**config.mk**
```make
export PLATFORM = sky130hd
export DESIGN_NAME = uart_program_loader_flat
export DESIGN_NICKNAME = d
export VERILOG_FILES = /design/src/rtl/uart_program_loader_if.sv /design/src/rtl/uart_program_loader.sv /design/src/flat_wrapper.sv
export SDC_FILE = /design/constraint.sdc
export NUM_CORES = 1
export LEC_CHECK = 0
export CAP_MARGIN = 10
export CORE_MARGIN = 8
export CORE_UTILIZATION = 40
export DETAILED_ROUTE_END_ITERATION = 16
export PLACE_DENSITY = 0.67
export SETUP_SLACK_MARGIN = 0.4
export SLEW_MARGIN = 0
export SYNTH_ARGS = -nofsm -noshare
export SYNTH_HDL_FRONTEND = slang
export SYNTH_SLANG_ARGS = --single-unit
```
**constraint.sdc**
```tcl
create_clock -name clk -period 2.7 [get_ports clk]
set_input_delay 0.54 -clock clk [delete_from_list [all_inputs] [get_ports clk]]
set_output_delay 0.54 -clock clk [all_outputs]
set_load 0.01 [all_outputs]
```
**src/rtl/uart_program_loader_if.sv**
```systemverilog
// uart_program_loader_if: groups the UART byte stream, instruction-memory write port and load status
//   rx_done/rx_data            : byte strobe and data from the UART receiver
//   mem_we/mem_addr/mem_wdata  : instruction-memory write port
//   cpu_hold/load_busy/load_done/load_error : CPU reset hold and load status
//   master : host/UART side (drives rx, observes results)
//   slave  : the loader
interface uart_program_loader_if #(
    parameter int BYTE_WIDTH  = 8,
    parameter int INSTR_WIDTH = 32,
    parameter int ADDR_WIDTH  = 8
);
    logic                   rx_done;
    logic [BYTE_WIDTH-1:0]  rx_data;
    logic                   mem_we;
    logic [ADDR_WIDTH-1:0]  mem_addr;
    logic [INSTR_WIDTH-1:0] mem_wdata;
    logic                   cpu_hold;
    logic                   load_busy;
    logic                   load_done;
    logic                   load_error;

    modport master (
        output rx_done, rx_data,
        input  mem_we, mem_addr, mem_wdata, cpu_hold, load_busy, load_done, load_error
    );

    modport slave (
        input  rx_done, rx_data,
        output mem_we, mem_addr, mem_wdata, cpu_hold, load_busy, load_done, load_error
    );
endinterface

```
**src/rtl/uart_program_loader.sv**
```systemverilog
// uart_program_loader: parses a framed program image from UART bytes and writes it into instruction memory
//   clk    : system clock
//   arst_n : asynchronous active-low reset
//   bus    : slave side of uart_program_loader_if (rx byte stream in, memory write + status out)
module uart_program_loader #(
    parameter int BYTE_WIDTH     = 8,
    parameter int INSTR_WIDTH    = 32,
    parameter int ADDR_WIDTH     = 8,
    parameter int TIMEOUT_CYCLES = 1_000_000
) (
    input logic clk,
    input logic arst_n,
    uart_program_loader_if.slave bus
);
    localparam int BPW       = INSTR_WIDTH / BYTE_WIDTH;
    localparam int BIW       = (BPW > 1) ? $clog2(BPW) : 1;
    localparam int CW        = (ADDR_WIDTH > 8) ? ADDR_WIDTH : 8;
    localparam int TW        = $clog2(TIMEOUT_CYCLES + 1);
    localparam int MAX_WORDS = (2 ** ADDR_WIDTH < 255) ? 2 ** ADDR_WIDTH : 255;

    typedef enum logic [1:0] {IDLE, COUNT, DATA, CHECK} state_t;

    state_t                 r_state;
    logic [CW-1:0]          r_count;
    logic [CW-1:0]          r_word_idx;
    logic [BIW-1:0]         r_byte_idx;
    logic [BYTE_WIDTH-1:0]  r_acc;
    logic [INSTR_WIDTH-1:0] r_word;
    logic [TW-1:0]          r_timer;
    logic                   r_mem_we;
    logic [ADDR_WIDTH-1:0]  r_mem_addr;
    logic [INSTR_WIDTH-1:0] r_mem_wdata;
    logic                   r_cpu_hold;
    logic                   r_load_busy;
    logic                   r_load_done;
    logic                   r_load_error;

    // Current word with the incoming byte merged in at its little-endian position.
    logic [INSTR_WIDTH-1:0] w_word;
    logic                   w_last_byte;
    logic                   w_timeout;

    assign w_word      = r_word | (INSTR_WIDTH'(bus.rx_data) << (BYTE_WIDTH * int'(r_byte_idx)));
    assign w_last_byte = r_byte_idx == BIW'(BPW - 1);
    assign w_timeout   = (r_state != IDLE) && !bus.rx_done && r_timer == TW'(TIMEOUT_CYCLES - 1);

    always_ff @(posedge clk or negedge arst_n) begin
        if (!arst_n) begin
            r_state      <= IDLE;
            r_count      <= '0;
            r_word_idx   <= '0;
            r_byte_idx   <= '0;
            r_acc        <= '0;
            r_word       <= '0;
            r_timer      <= '0;
            r_mem_we     <= 1'b0;
            r_mem_addr   <= '0;
            r_mem_wdata  <= '0;
            r_cpu_hold   <= 1'b0;
            r_load_busy  <= 1'b0;
            r_load_done  <= 1'b0;
            r_load_error <= 1'b0;
        end else begin
            r_mem_we    <= 1'b0;
            r_load_done <= 1'b0;
            r_timer     <= (bus.rx_done || r_state == IDLE) ? '0 : r_timer + TW'(1);
            if (w_timeout) begin
                // cpu_hold stays high: memory may be partially written
                r_load_error <= 1'b1;
                r_load_busy  <= 1'b0;
                r_state      <= IDLE;
            end else if (bus.rx_done) begin
                case (r_state)
                    IDLE: begin
                        if (bus.rx_data == BYTE_WIDTH'(8'hA5)) begin
                            r_load_error <= 1'b0;
                            r_load_busy  <= 1'b1;
                            r_cpu_hold   <= 1'b1;
                            r_state      <= COUNT;
                        end
                    end
                    COUNT: begin
                        if (bus.rx_data == '0 || int'(bus.rx_data) > MAX_WORDS) begin
                            r_load_error <= 1'b1;
                            r_load_busy  <= 1'b0;
                            r_state      <= IDLE;
                        end else begin
                            r_count    <= CW'(bus.rx_data);
                            r_word_idx <= '0;
                            r_byte_idx <= '0;
                            r_acc      <= '0;
                            r_word     <= '0;
                            r_state    <= DATA;
                        end
                    end
                    DATA: begin
                        r_acc <= r_acc ^ bus.rx_data;
                        if (w_last_byte) begin
                            r_mem_we    <= 1'b1;
                            r_mem_addr  <= r_word_idx[ADDR_WIDTH-1:0];
                            r_mem_wdata <= w_word;
                            r_word      <= '0;
                            r_byte_idx  <= '0;
                            r_word_idx  <= r_word_idx + CW'(1);
                            if (r_word_idx == r_count - CW'(1)) r_state <= CHECK;
                        end else begin
                            r_word     <= w_word;
                            r_byte_idx <= r_byte_idx + BIW'(1);
                        end
                    end
                    CHECK: begin
                        if (bus.rx_data == r_acc) begin
                            r_load_done <= 1'b1;
                            r_cpu_hold  <= 1'b0;
                        end else begin
                            r_load_error <= 1'b1;
                        end
                        r_load_busy <= 1'b0;
                        r_state     <= IDLE;
                    end
                    default: r_state <= IDLE;
                endcase
            end
        end
    end

    assign bus.mem_we     = r_mem_we;
    assign bus.mem_addr   = r_mem_addr;
    assign bus.mem_wdata  = r_mem_wdata;
    assign bus.cpu_hold   = r_cpu_hold;
    assign bus.load_busy  = r_load_busy;
    assign bus.load_done  = r_load_done;
    assign bus.load_error = r_load_error;
endmodule

```
**src/flat_wrapper.sv**
```systemverilog
// flat-port wrapper written by rule: the top's interface ports become plain ports
module uart_program_loader_flat 
#(
    parameter int BYTE_WIDTH     = 8,
    parameter int INSTR_WIDTH    = 32,
    parameter int ADDR_WIDTH     = 8,
    parameter int TIMEOUT_CYCLES = 1_000_000
)
  (clk, arst_n, bus_rx_done, bus_rx_data, bus_mem_we, bus_mem_addr, bus_mem_wdata, bus_cpu_hold, bus_load_busy, bus_load_done, bus_load_error);
  uart_program_loader_if #(.BYTE_WIDTH(BYTE_WIDTH), .INSTR_WIDTH(INSTR_WIDTH), .ADDR_WIDTH(ADDR_WIDTH)) bus_i ();
  input logic clk;
  input logic arst_n;
  input wire logic [$bits(bus_i.rx_done)-1:0] bus_rx_done;
  input wire logic [$bits(bus_i.rx_data)-1:0] bus_rx_data;
  output wire logic [$bits(bus_i.mem_we)-1:0] bus_mem_we;
  output wire logic [$bits(bus_i.mem_addr)-1:0] bus_mem_addr;
  output wire logic [$bits(bus_i.mem_wdata)-1:0] bus_mem_wdata;
  output wire logic [$bits(bus_i.cpu_hold)-1:0] bus_cpu_hold;
  output wire logic [$bits(bus_i.load_busy)-1:0] bus_load_busy;
  output wire logic [$bits(bus_i.load_done)-1:0] bus_load_done;
  output wire logic [$bits(bus_i.load_error)-1:0] bus_load_error;
  assign bus_i.rx_done = bus_rx_done;
  assign bus_i.rx_data = bus_rx_data;
  assign bus_mem_we = bus_i.mem_we;
  assign bus_mem_addr = bus_i.mem_addr;
  assign bus_mem_wdata = bus_i.mem_wdata;
  assign bus_cpu_hold = bus_i.cpu_hold;
  assign bus_load_busy = bus_i.load_busy;
  assign bus_load_done = bus_i.load_done;
  assign bus_load_error = bus_i.load_error;
  uart_program_loader #(.BYTE_WIDTH(BYTE_WIDTH), .INSTR_WIDTH(INSTR_WIDTH), .ADDR_WIDTH(ADDR_WIDTH), .TIMEOUT_CYCLES(TIMEOUT_CYCLES)) u_core (.clk(clk), .arst_n(arst_n), .bus(bus_i));
endmodule
```
==> Implementation_results.wiki <==
{| class="wikitable"
! Metric !! Value
|-
| Fin. Hold Viols || 0
|-
| Buffer and inverter count on the worst path || 1
|-
| Clock network latency to the later pin of the worst-skew pair || 0.42 ns
|-
| PD cells || a little under 1000 nW/µm²
|-
| Final hold slack || 0.109 ns
|-
| Number of port buffers || 55
|-
| Worst path cell trace || clkdlybuf4s50_1 > or2_4 > or4_4 > or4_4 > nand2_4 > nor3_1 > a21o_1
|-
| Crit start category || input port
|-
| Antenna diode count || 0
|-
| Worst clock skew || 0.0101 ns
|-
| Global-route usage over all layers || about 15%
|-
| Hold_buf cts || 0
|-
| Standard cell area after detailed placement || 6660 µm²
|-
| Via density per instance || 5.35
|-
| Min setup slack post-route || 0.399 ns
|-
| Post-route DRC || 0
|-
| Startpoint-to-endpoint class of the critical path || input port to flip-flop
|-
| Dominant synthesized flop cell || dfrtp_1
|-
| Run status || completed
|-
| Final net count || 691
|-
| Final design instance area without fill || approximately 7500 µm²
|-
| Residual antenna-violating net count after detailed routing || 0
|-
| Layout cells sized above 1 || 16.4%
|-
| Cell types with the largest area share after synthesis || dfrtp_1 (54%), a21oi_1 (6.1%), nand2_1 (4.3%)
|-
| Share of the yosys chip area belonging to registers || 54.0%
|-
| Std cell rows || 44
|-
| GP Congestion || just over 0.8
|-
| Highest fanout seen on the critical path || 6
|-
| Via count of the first global-routing pass || between 4000 and 5000
|-
| Cell area after technology mapping || a little under 6000 µm²
|-
| Max rail drop VDD || 505 µV
|-
| Clk Tree Root Cell || clkbuf_16
|-
| Routed length per placed instance || 16.1 µm
|-
| Path category of the worst min-delay check || input port to async pin
|-
| H-tree depth reported by CTS || 4
|-
| Max frequency || 0.435 GHz
|-
| Chip Width || 136 µm
|-
| Worst slack after detailed placement || -0.132 ns
|-
| Num Clock Sinks || 125
|-
| Count of distinct cell types in the synthesized netlist || 51
|-
| Setup TNS || 0 ns
|-
| Critical Path AT || 2.61 ns
|-
| CP max stage delay || 0.55 ns
|-
| Number of buffers inserted during clock tree synthesis || 17
|-
| Core box area || 14300 µm²
|-
| Maximum number of pins on one net before global-route repair || 58
|-
| Via count of the routed design || 4645
|-
| Dominant cell type by area after synthesis || dfrtp_1
|-
| Gate family responsible for the most delay along the worst path || simple AND/OR/NAND/NOR gates
|-
| #FFs+latches synth || 125
|-
| Total Die Area || 18600 µm²
|-
| Count of flip-flops with a built-in enable after synthesis || 0
|-
| Clock slew seen by the registers of the worst setup and hold paths || about 0.06 ns
|-
| Final Power || 7.22 mW
|-
| Slew Limit Headroom || a little over half
|-
| Chip Height || 136 µm
|-
| Portion of synthesized cell area occupied by the leading cell type || 54.0%
|-
| Final setup viols || 0
|-
| Cell repeated most along the worst path || or4_4
|-
| Signed area change from the synthesized netlist to the final layout || 29.0%
|-
| DR pass1 iterations || 5
|-
| Tightest Pin Transition || slightly below 0.7 ns
|-
| IO Pins || 56
|-
| Synth Area per Inst || approximately 9.7 µm²
|-
| Max Root-Sink Buffers || 2
|-
| Share of synthesized flip-flops with an asynchronous set or reset || 100%
|-
| Tmin final || 2.30 ns
|-
| Unrepaired setup endpoints after global routing || yes
|-
| Maximum capacitance violations || 0
|-
| Iter 0 DRT Violations || ~430
|-
| Required @ worst endpoint || roughly 3 ns
|-
| Count of yosys warnings during synthesis || 0
|-
| Detailed-route wire length || 14000 µm
|-
| Clock tree from TritonCTS || yes
|-
| Static leakage || 3.23 nW
|-
| Post-detailed-placement half-perimeter wirelength || 9250 µm
|-
| Final count of pins violating max slew || 0
|-
| Global route total overflow || 0
|-
| Critical-path top delay cell || or4_4
|-
| Initial Utilization || 40.5%
|-
| Number of antenna violations at the first check in global routing || 0
|-
| Post-Syn Instances || 599
|-
| Final period utilization || a little under nine tenths
|-
| Category of the worst setup path capture point || flip-flop
|-
| Post-Syn Nets || 618
|-
| Wire length of the first global-routing pass || 22700 µm
|}
[placed cells by master (no fill, tap or decap), types with 7 or more instances in the layout]
| master | n |
|---|---|
| nand4_1 | 8 |
| clkbuf_16 | 17 |
| a21oi_1 | 70 |
| nor2_1 | 63 |
| clkdlybuf4s50_1 | 54 |
| o21ai_0 | 48 |
| nand2_1 | 67 |
| nor2b_1 | 10 |
| nor3b_1 | 7 |
| nor3_1 | 11 |
| xnor2_1 | 25 |
| dfrtp_1 | 124 |
| mux2_2 | 16 |
| xor2_1 | 11 |
| inv_1 | 11 |
| nand3_1 | 16 |
| buf_4 | 30 |
[path summary, 6_finish.rpt]
kind / startpoint / end / slack (ns) / cells after the start
max: bus_rx_done / u_core.r_word_idx[0] / 0.40 / 7
min: arst_n / u_core.bus.mem_wdata[17] / 0.11 / 1
max reg2reg: u_core.r_timer[12] / u_core.r_word_idx[0] / 0.40 / 6
min reg2reg: u_core.bus.mem_wdata[23] / u_core.bus.mem_wdata[23] / 0.48 / 2
max in group asynchronous: arst_n / u_core.bus.mem_addr[7] / 1.83 / 2
min in group clk: u_core.bus.mem_wdata[23] / u_core.bus.mem_wdata[23] / 0.48 / 2
[area by class of cell]
class	instances	area [µm²]
Sequential cell	125	3130
Inverter	13	48.8
Fill cell	1277	6840
Tap cell	184	230
Multi-Input combinational cell	424	2570
Timing Repair Buffer	91	871
Clock inverter	14	193
Clock buffer	17	425
[state kept, by name, indices dropped and copies added (netlist names), 2 cells and up]
| signal | flops |
|---|---|
| u_core.bus.mem_wdata | 32 |
| u_core.r_word | 32 |
| u_core.r_timer | 20 |
| u_core.bus.mem_addr | 8 |
| u_core.r_acc | 8 |
| u_core.r_count | 8 |
| u_core.r_word_idx | 8 |
| u_core.r_byte_idx | 2 |
| u_core.r_state | 2 |
[metrics by stage]
| step | util, % | cells |
|---|---|---|
| after floorplan | - | 599 |
| after global placement | 46.5 | 825 |
| after detailed placement | 46.5 | 825 |
| after CTS | 51.4 | 863 |
| after global routing | 52.2 | 868 |
| final | 52.2 | 868 |
[cells by family (layout without fill, tap and decap cells)]
| kind of cell | Yosys count | after routing | share of synthesized area [%] |
|---|---|---|---|
| AND/OR/NAND/NOR | 221 | 221 | 18.6 |
| buffers and inverters | 50 | 135 | 3.46 |
| AO/OA/AOI/OAI | 142 | 142 | 13.5 |
| adder cells (fa/ha/maj) | 8 | 8 | 1.73 |
| multiplexers | 17 | 17 | 3.28 |
| XOR/XNOR | 36 | 36 | 5.44 |
| flip-flops | 125 | 125 | 54.0 |
[Yosys cell counts, types with 2 or more instances]
master    count
or4_1         3
o21ai_0      49
and2_1        2
o21ai_1       3
nor4_1        8
nand4_1       8
or2_2         2
nor3b_2       2
mux2_2       16
nand2_1      67
inv_1        13
clkbuf_1     35
or2_1         2
nor3b_1       7
a21oi_1      71
xor2_1       11
o21bai_1      2
ha_1          8
xnor2_1      25
nor2b_1      10
nand3_1      17
dfrtp_1     125
nand2b_1      5
and3_1        5
nor3_1       11
a22o_1        4
nor2_1       64
[metal layers]
| layer | track usage (%) | part of all wire (%) |
|---|---|---|
| met1 | 19.1 | 44 |
| met2 | 25.2 | 50 |
| met3 | 2.92 | 4.3 |
| met4 | 6.65 | 1.9 |
| met5 | 0 | 0 |
[report_power, final]
group / internal (mW) / switching [mW] / total, mW
clock network: 1.54 / 0.849 / 2.39
logic: 0.995 / 1.16 / 2.15
registers: 2.29 / 0.386 / 2.68
[repair_timing]
item                                    in CTS  in global routing
resized for setup                            6                 18
setup buffers                                7                  5
endpoints found under the hold margin        0                  0
endpoints found under the setup margin      37                 60
pin swaps                                    3                  6
Note: power is estimated with default switching activity, not from simulation.
